File: src/rtl/sum_drain_pkg.sv
// Shared definitions for the systolic-array result drain: lane width,
// default lane count and the drain control states.
package sum_drain_pkg;

    localparam int LANE_W           = 32;
    localparam int DEF_ARRAY_LENGTH = 4;

    typedef enum logic {
        ST_IDLE   = 1'b0,
        ST_STREAM = 1'b1
    } drain_state_t;

    // Counter width that stays legal when a count range collapses to one value.
    function automatic int cnt_width(input int n);
        return (n > 1) ? $clog2(n) : 1;
    endfunction

endpackage

File: src/rtl/sum_drain_vec.sv
// Vector FIFO: whole result vectors with a fall-through head read.
// The caller decides acceptance; push is only asserted when a slot is free or being popped.
module vec_fifo
    import sum_drain_pkg::*;
#(
    parameter int W     = 128,
    parameter int DEPTH = 4
) (
    input  logic                       clk,
    input  logic                       res,
    input  logic                       push,
    input  logic                       pop,
    input  logic [W-1:0]               din,
    output logic [W-1:0]               head,
    output logic [$clog2(DEPTH+1)-1:0] level,
    output logic                       full
);

    localparam int PW = cnt_width(DEPTH);
    localparam int LW = $clog2(DEPTH + 1);

    logic [W-1:0]  mem [DEPTH];
    logic [PW-1:0] wr_ptr_q, wr_ptr_d;
    logic [PW-1:0] rd_ptr_q, rd_ptr_d;
    logic [LW-1:0] level_q, level_d;

    // Storage carries no reset; only the pointers and level define what is valid.
    always_ff @(posedge clk) begin
        if (push) begin
            mem[wr_ptr_q] <= din;
        end
    end

    always_comb begin
        wr_ptr_d = wr_ptr_q;
        rd_ptr_d = rd_ptr_q;
        level_d  = level_q;
        if (push) begin
            wr_ptr_d = wr_ptr_q + PW'(1);
        end
        if (pop) begin
            rd_ptr_d = rd_ptr_q + PW'(1);
        end
        case ({push, pop})
            2'b10:   level_d = level_q + LW'(1);
            2'b01:   level_d = level_q - LW'(1);
            default: level_d = level_q;
        endcase
    end

    always_ff @(posedge clk or posedge res) begin
        if (res) begin
            wr_ptr_q <= '0;
            rd_ptr_q <= '0;
            level_q  <= '0;
        end else begin
            wr_ptr_q <= wr_ptr_d;
            rd_ptr_q <= rd_ptr_d;
            level_q  <= level_d;
        end
    end

    assign head  = mem[rd_ptr_q];
    assign level = level_q;
    assign full  = (level_q == LW'(DEPTH));

endmodule

File: src/rtl/sum_drain.sv
// Captures result vectors from the systolic array and serialises them lane by
// lane onto a 32-bit valid/ready stream, flagging any vector lost to overrun.
module sum_drain
    import sum_drain_pkg::*;
#(
    parameter int ARRAY_LENGTH = DEF_ARRAY_LENGTH,
    parameter int DEPTH        = 4
) (
    input  logic                             clk,
    input  logic                             res,
    input  logic [ARRAY_LENGTH*LANE_W-1:0]   SoutL,
    input  logic                             Sready,
    output logic [LANE_W-1:0]                Dout,
    output logic                             Dvalid,
    input  logic                             Dready,
    output logic                             Dlast,
    output logic [$clog2(DEPTH+1)-1:0]       level,
    output logic                             full,
    output logic                             overflow
);

    localparam int CW = cnt_width(ARRAY_LENGTH);
    localparam int LW = $clog2(DEPTH + 1);
    localparam int VW = ARRAY_LENGTH * LANE_W;

    drain_state_t            state_q, state_d;
    logic [CW-1:0]           lane_cnt_q, lane_cnt_d;
    logic                    overflow_q, overflow_d;

    logic [VW-1:0]           head;
    logic [LW-1:0]           fifo_level;
    logic                    fifo_full;
    logic                    last_lane;
    logic                    xfer;
    logic                    pop;
    logic                    push;
    logic [LANE_W-1:0]       lanes [ARRAY_LENGTH];

    assign Dvalid    = (state_q == ST_STREAM);
    assign last_lane = (lane_cnt_q == CW'(ARRAY_LENGTH - 1));
    assign xfer      = Dvalid && Dready;
    assign pop       = xfer && last_lane;
    // A full buffer can still take a vector when its head leaves on this edge.
    assign push      = Sready && (!fifo_full || pop);

    vec_fifo #(
        .W     (VW),
        .DEPTH (DEPTH)
    ) u_fifo (
        .clk   (clk),
        .res   (res),
        .push  (push),
        .pop   (pop),
        .din   (SoutL),
        .head  (head),
        .level (fifo_level),
        .full  (fifo_full)
    );

    for (genvar gi = 0; gi < ARRAY_LENGTH; gi++) begin : g_lane
        assign lanes[gi] = head[gi*LANE_W +: LANE_W];
    end

    always_comb begin
        state_d    = state_q;
        lane_cnt_d = lane_cnt_q;
        overflow_d = overflow_q;
        if (xfer) begin
            lane_cnt_d = last_lane ? '0 : lane_cnt_q + CW'(1);
        end
        if (Sready && !push) begin
            overflow_d = 1'b1;
        end
        case (state_q)
            ST_IDLE: begin
                if (push) begin
                    state_d = ST_STREAM;
                end
            end
            ST_STREAM: begin
                if (pop && fifo_level == LW'(1) && !push) begin
                    state_d = ST_IDLE;
                end
            end
            default: state_d = ST_IDLE;
        endcase
    end

    always_ff @(posedge clk or posedge res) begin
        if (res) begin
            state_q    <= ST_IDLE;
            lane_cnt_q <= '0;
            overflow_q <= 1'b0;
        end else begin
            state_q    <= state_d;
            lane_cnt_q <= lane_cnt_d;
            overflow_q <= overflow_d;
        end
    end

    assign Dout     = Dvalid ? lanes[lane_cnt_q] : '0;
    assign Dlast    = Dvalid && last_lane;
    assign level    = fifo_level;
    assign full     = fifo_full;
    assign overflow = overflow_q;

endmodule
File: config.mk
export PLATFORM = sky130hd
export DESIGN_NAME = sum_drain
export DESIGN_NICKNAME = d
export VERILOG_FILES = /design/src/rtl/sum_drain_pkg.sv /design/src/rtl/sum_drain_vec.sv /design/src/rtl/sum_drain.sv
export SDC_FILE = /design/constraint.sdc
export NUM_CORES = 1
export LEC_CHECK = 0
export BUFFER_PORTS_ARGS = -buffer_cell sky130_fd_sc_hd__buf_4
export CAP_MARGIN = 20
export CORE_UTILIZATION = 54
export CTS_BUF_LIST = sky130_fd_sc_hd__clkbuf_8 sky130_fd_sc_hd__clkbuf_16
export DETAILED_ROUTE_END_ITERATION = 7
export HOLD_SLACK_MARGIN = 0.06
export PLACE_DENSITY_LB_ADDON = 0.05
export SYNTH_ARGS = -nofsm -noshare
export SYNTH_HDL_FRONTEND = slang
export SYNTH_SLANG_ARGS = --single-unit
File: constraint.sdc
create_clock -name clk -period 4.15 [get_ports clk]
set_clock_uncertainty 0.05 [all_clocks]
set_input_delay 0.2075 -clock clk [delete_from_list [all_inputs] [get_ports clk]]
set_output_delay 0.2075 -clock clk [all_outputs]
set_load 0.01 [all_outputs]
==> results.cfg <==
[global_route]
via_count_of_the_first_global_routing_pass = 11420
gr-usage-all-layers = 0.2347
number_of_antenna_violations_at_the_first_check_in_global_routing = 2
global_route_wire_length_before_repair_um = 67030
grt_max_degree = 69
grt_overflow = 0

[synthesis]
synth_largest_type_area_fraction = 0.7473
syn_nets = 1262
postSynthRegisterBits = 523
ys_seq_area_frac = 0.7606
synth.largest_area_cell = sky130_fd_sc_hd__edfxtp_1
cell_count_after_synthesis = 1120
ys_dominant_reg_cell = sky130_fd_sc_hd__edfxtp_1
synth_common_cells = sky130_fd_sc_hd__edfxtp_1, sky130_fd_sc_hd__mux2i_1, sky130_fd_sc_hd__a22oi_1, sky130_fd_sc_hd__nand3_1, sky130_fd_sc_hd__nand2_1
synth_cell_types = 27
mappedNetlistArea_sq_um = 20570
synth-edff-count = 512
ys_async_sr_fraction = 0.02103
yosysWarnings = 0
post-synth-top-count-cell = sky130_fd_sc_hd__edfxtp_1
synth.area.top_cells = sky130_fd_sc_hd__edfxtp_1, sky130_fd_sc_hd__mux2i_1, sky130_fd_sc_hd__a22oi_1
avgSynthCellArea_sq_um = 18.37

[clock_network]
cts-htree-levels = 2
cts_tree = built
ctsLongestPathBuffers = 3
clk-insertion-delay-late_ns = 0.58
cts.repair.resized = 0
cts_root_buf = sky130_fd_sc_hd__clkbuf_16
clk_pin_slew_ns = 0.06
clock_sinks = 523
cts_made_buffers = 52

[timing]
totalNegativeSetupSlack_ns = 0
fmaxAchievable_ghz = 0.3069
tightest_slew_ns = 1.091
finalWorstPathRequiredPeriod_ns = 3.258
finalHoldViolations = 0
slew_headroom = 0.2713
setup_viol = 0
post-route-period-util = 0.7851
rsz_0062_raised_after_global_routing = false
timing.final.max_slew_violations = 0

[critical_path]
crit_path_end_kind = primary output
path_class = flop to primary output
cp_data_required_time_ns = 3.89
cp-start-kind = flop
cp.arrival_ns = 3.00
crit_fanout = 35

[routing]
first_iter_violations = 758
antenna_violating_nets_post_route = 0
drt_drc_violations_left = 0
num_vias = 11060
post_drt_via_cell_ratio = 5.557
drt_first_pass_iters = 5
postRouteWirelength_um = 44850
average_detailed_routed_wire_length_per_instance_um = 22.53

[die]
fp.dieH_um = 197.2
placeableCoreArea_sq_um = 37580
die_area_sq_um = 38890
starting_density_of_the_core = 0.5475
floorplan.die.width_um = 197.2
std_cell_rows = 71
ios = 171

[pwr]
power_density_nw_per_um2 = 697.0
p_total_mw = 17.57
irDropWorstVdd_uv = 389.1
static-leakage-power_nw = 9.344

[placed_design]
hpwlAfterDp_um = 25740
weighted_congestion_reported_at_the_end_of_routability_driven_placement = 0.7728
place.port_buffers = 170

[flow_run]
maxCapViolCount = 0

[finish]
fill_cells = 2617
fin_util = 0.6707
nNetsFinal = 1582
post_route_cells_drive_above_1_share = 0.1873
layout-area-overhead-vs-synth_pct = 22.50

[outcome]
run_status = finished, final reports clean

[hold_path]
worst_hold_path_type = input pin to async pin
## what timing repair did
item	in CTS	in global routing
endpoints found under the hold margin	530	0
setup endpoints to repair	0	0
setup buffers	0	0
hold buffers	132	0
## layer usage
metal / track usage / vias up / share of wire
met5: 0 / - / 0.00029
met4: 0.07178 / 2 / 0.019
met3: 0.03039 / 55 / 0.045
met2: 0.3712 / 271 / 0.47
met1: 0.3425 / 5623 / 0.46
li1: - / 5113 / -
## logic make-up (layout without fill, tap and decap cells)
kind of cell	Yosys count	after routing	share of synthesized area
other cells	0	1	0
fa+ha+maj	10	10	0.006081
simple gates	118	118	0.02706
xor+xnor	6	6	0.002554
flops	523	523	0.7606
mux	259	259	0.1261
compound gates	133	133	0.04822
buf+inv	71	430	0.02931
## flip-flops by register name, indices dropped and copies added (netlist names)
register	cells
lane_cnt_q	2
u_fifo.rd_ptr_q	2
u_fifo.level	3
u_fifo.wr_ptr_q	2
Dvalid	1
overflow	1
u_fifo.mem	512
## power breakdown
| part | total (mW) | switching, mW | internal [mW] | leakage, nW |
|---|---|---|---|---|
| logic | 6.01 | 3.61 | 2.40 | 3.73 |
| registers | 7.32 | 0.360 | 6.96 | 4.82 |
| clock network | 4.24 | 1.90 | 2.33 | 0.797 |
| total | 17.6 | 5.88 | 11.7 | 9.34 |
## through the flow
step / cell area, sq um / std cells / setup slack (ns) / hold WS [ns]
after global routing: 25200 / 1991 / 0.7471 / 0.1473
after CTS: 25200 / 1990 / 0.8587 / 0.1034
after detailed placement: 22350 / 1765 / 1.225 / 0.1856
after floorplan: 20580 / 1120 / 0.8336 / 0.009938
final: 25200 / 1991 / 0.8917 / 0.1220
after global placement: 22350 / 1765 / 1.249 / 0.1903
## path summary, 6_finish.rpt
check	startpoint	endpoint	slack [ns]	cells after the start
setup / recovery	u_fifo.rd_ptr_q[0]$_DFFE_PP0P_	Dout[4]	0.89	6
hold / removal	res	u_fifo.level[1]$_DFFE_PP0P_	0.12	3
setup reg to reg	lane_cnt_q[0]$_DFFE_PP0P_	u_fifo.mem[1][12]$_DFFE_PP_	1.27	5
hold reg to reg	u_fifo.level[2]$_DFFE_PP0P_	u_fifo.level[2]$_DFFE_PP0P_	0.46	1
max in group asynchronous	res	u_fifo.rd_ptr_q[0]$_DFFE_PP0P_	3.59	3
min in group clk	SoutL[80]	u_fifo.mem[2][80]$_DFFE_PP_	0.30	2
## layout by cell type (no fill, tap or decap), types with 2 or more instances in the layout
master / n
sky130_fd_sc_hd__nor2b_4: 3
sky130_fd_sc_hd__and2_4: 4
sky130_fd_sc_hd__dlygate4sd3_1: 132
sky130_fd_sc_hd__and2_2: 2
sky130_fd_sc_hd__nand2_1: 38
sky130_fd_sc_hd__clkinv_1: 16
sky130_fd_sc_hd__mux2i_1: 257
sky130_fd_sc_hd__nor2_1: 2
sky130_fd_sc_hd__inv_1: 19
sky130_fd_sc_hd__a22oi_1: 128
sky130_fd_sc_hd__buf_12: 15
sky130_fd_sc_hd__xnor2_1: 5
sky130_fd_sc_hd__buf_4: 182
sky130_fd_sc_hd__ha_1: 10
sky130_fd_sc_hd__nand3_1: 65
sky130_fd_sc_hd__clkbuf_16: 52
sky130_fd_sc_hd__and2_1: 2
sky130_fd_sc_hd__dfrtp_1: 10
sky130_fd_sc_hd__mux2_2: 2
sky130_fd_sc_hd__edfxtp_1: 512
sky130_fd_sc_hd__o21ai_0: 2
sky130_fd_sc_hd__clkinv_2: 8
## critical path, cell delays in order, from the launching register on
cell	delay, ns
sky130_fd_sc_hd__dfrtp_4	0.90
sky130_fd_sc_hd__buf_4	0.48
sky130_fd_sc_hd__mux2i_1	0.13
sky130_fd_sc_hd__a22oi_1	0.20
sky130_fd_sc_hd__nand3_1	0.28
sky130_fd_sc_hd__nand2_1	0.23
sky130_fd_sc_hd__buf_4	0.14
## cell type report
cell class	instances	area, sq um	area share
clock inverter	41	227.7	0.009035
timing repair buffer	329	2988	0.1185
multi-input combinational	526	4362	0.1731
clock buffer	52	1301	0.05163
tap	511	639.4	0.02537
sequential	523	15650	0.6211
antenna	1	2.502	0.00009929
inverter	8	30.03	0.001191
Note: power is estimated with default switching activity, not from simulation.
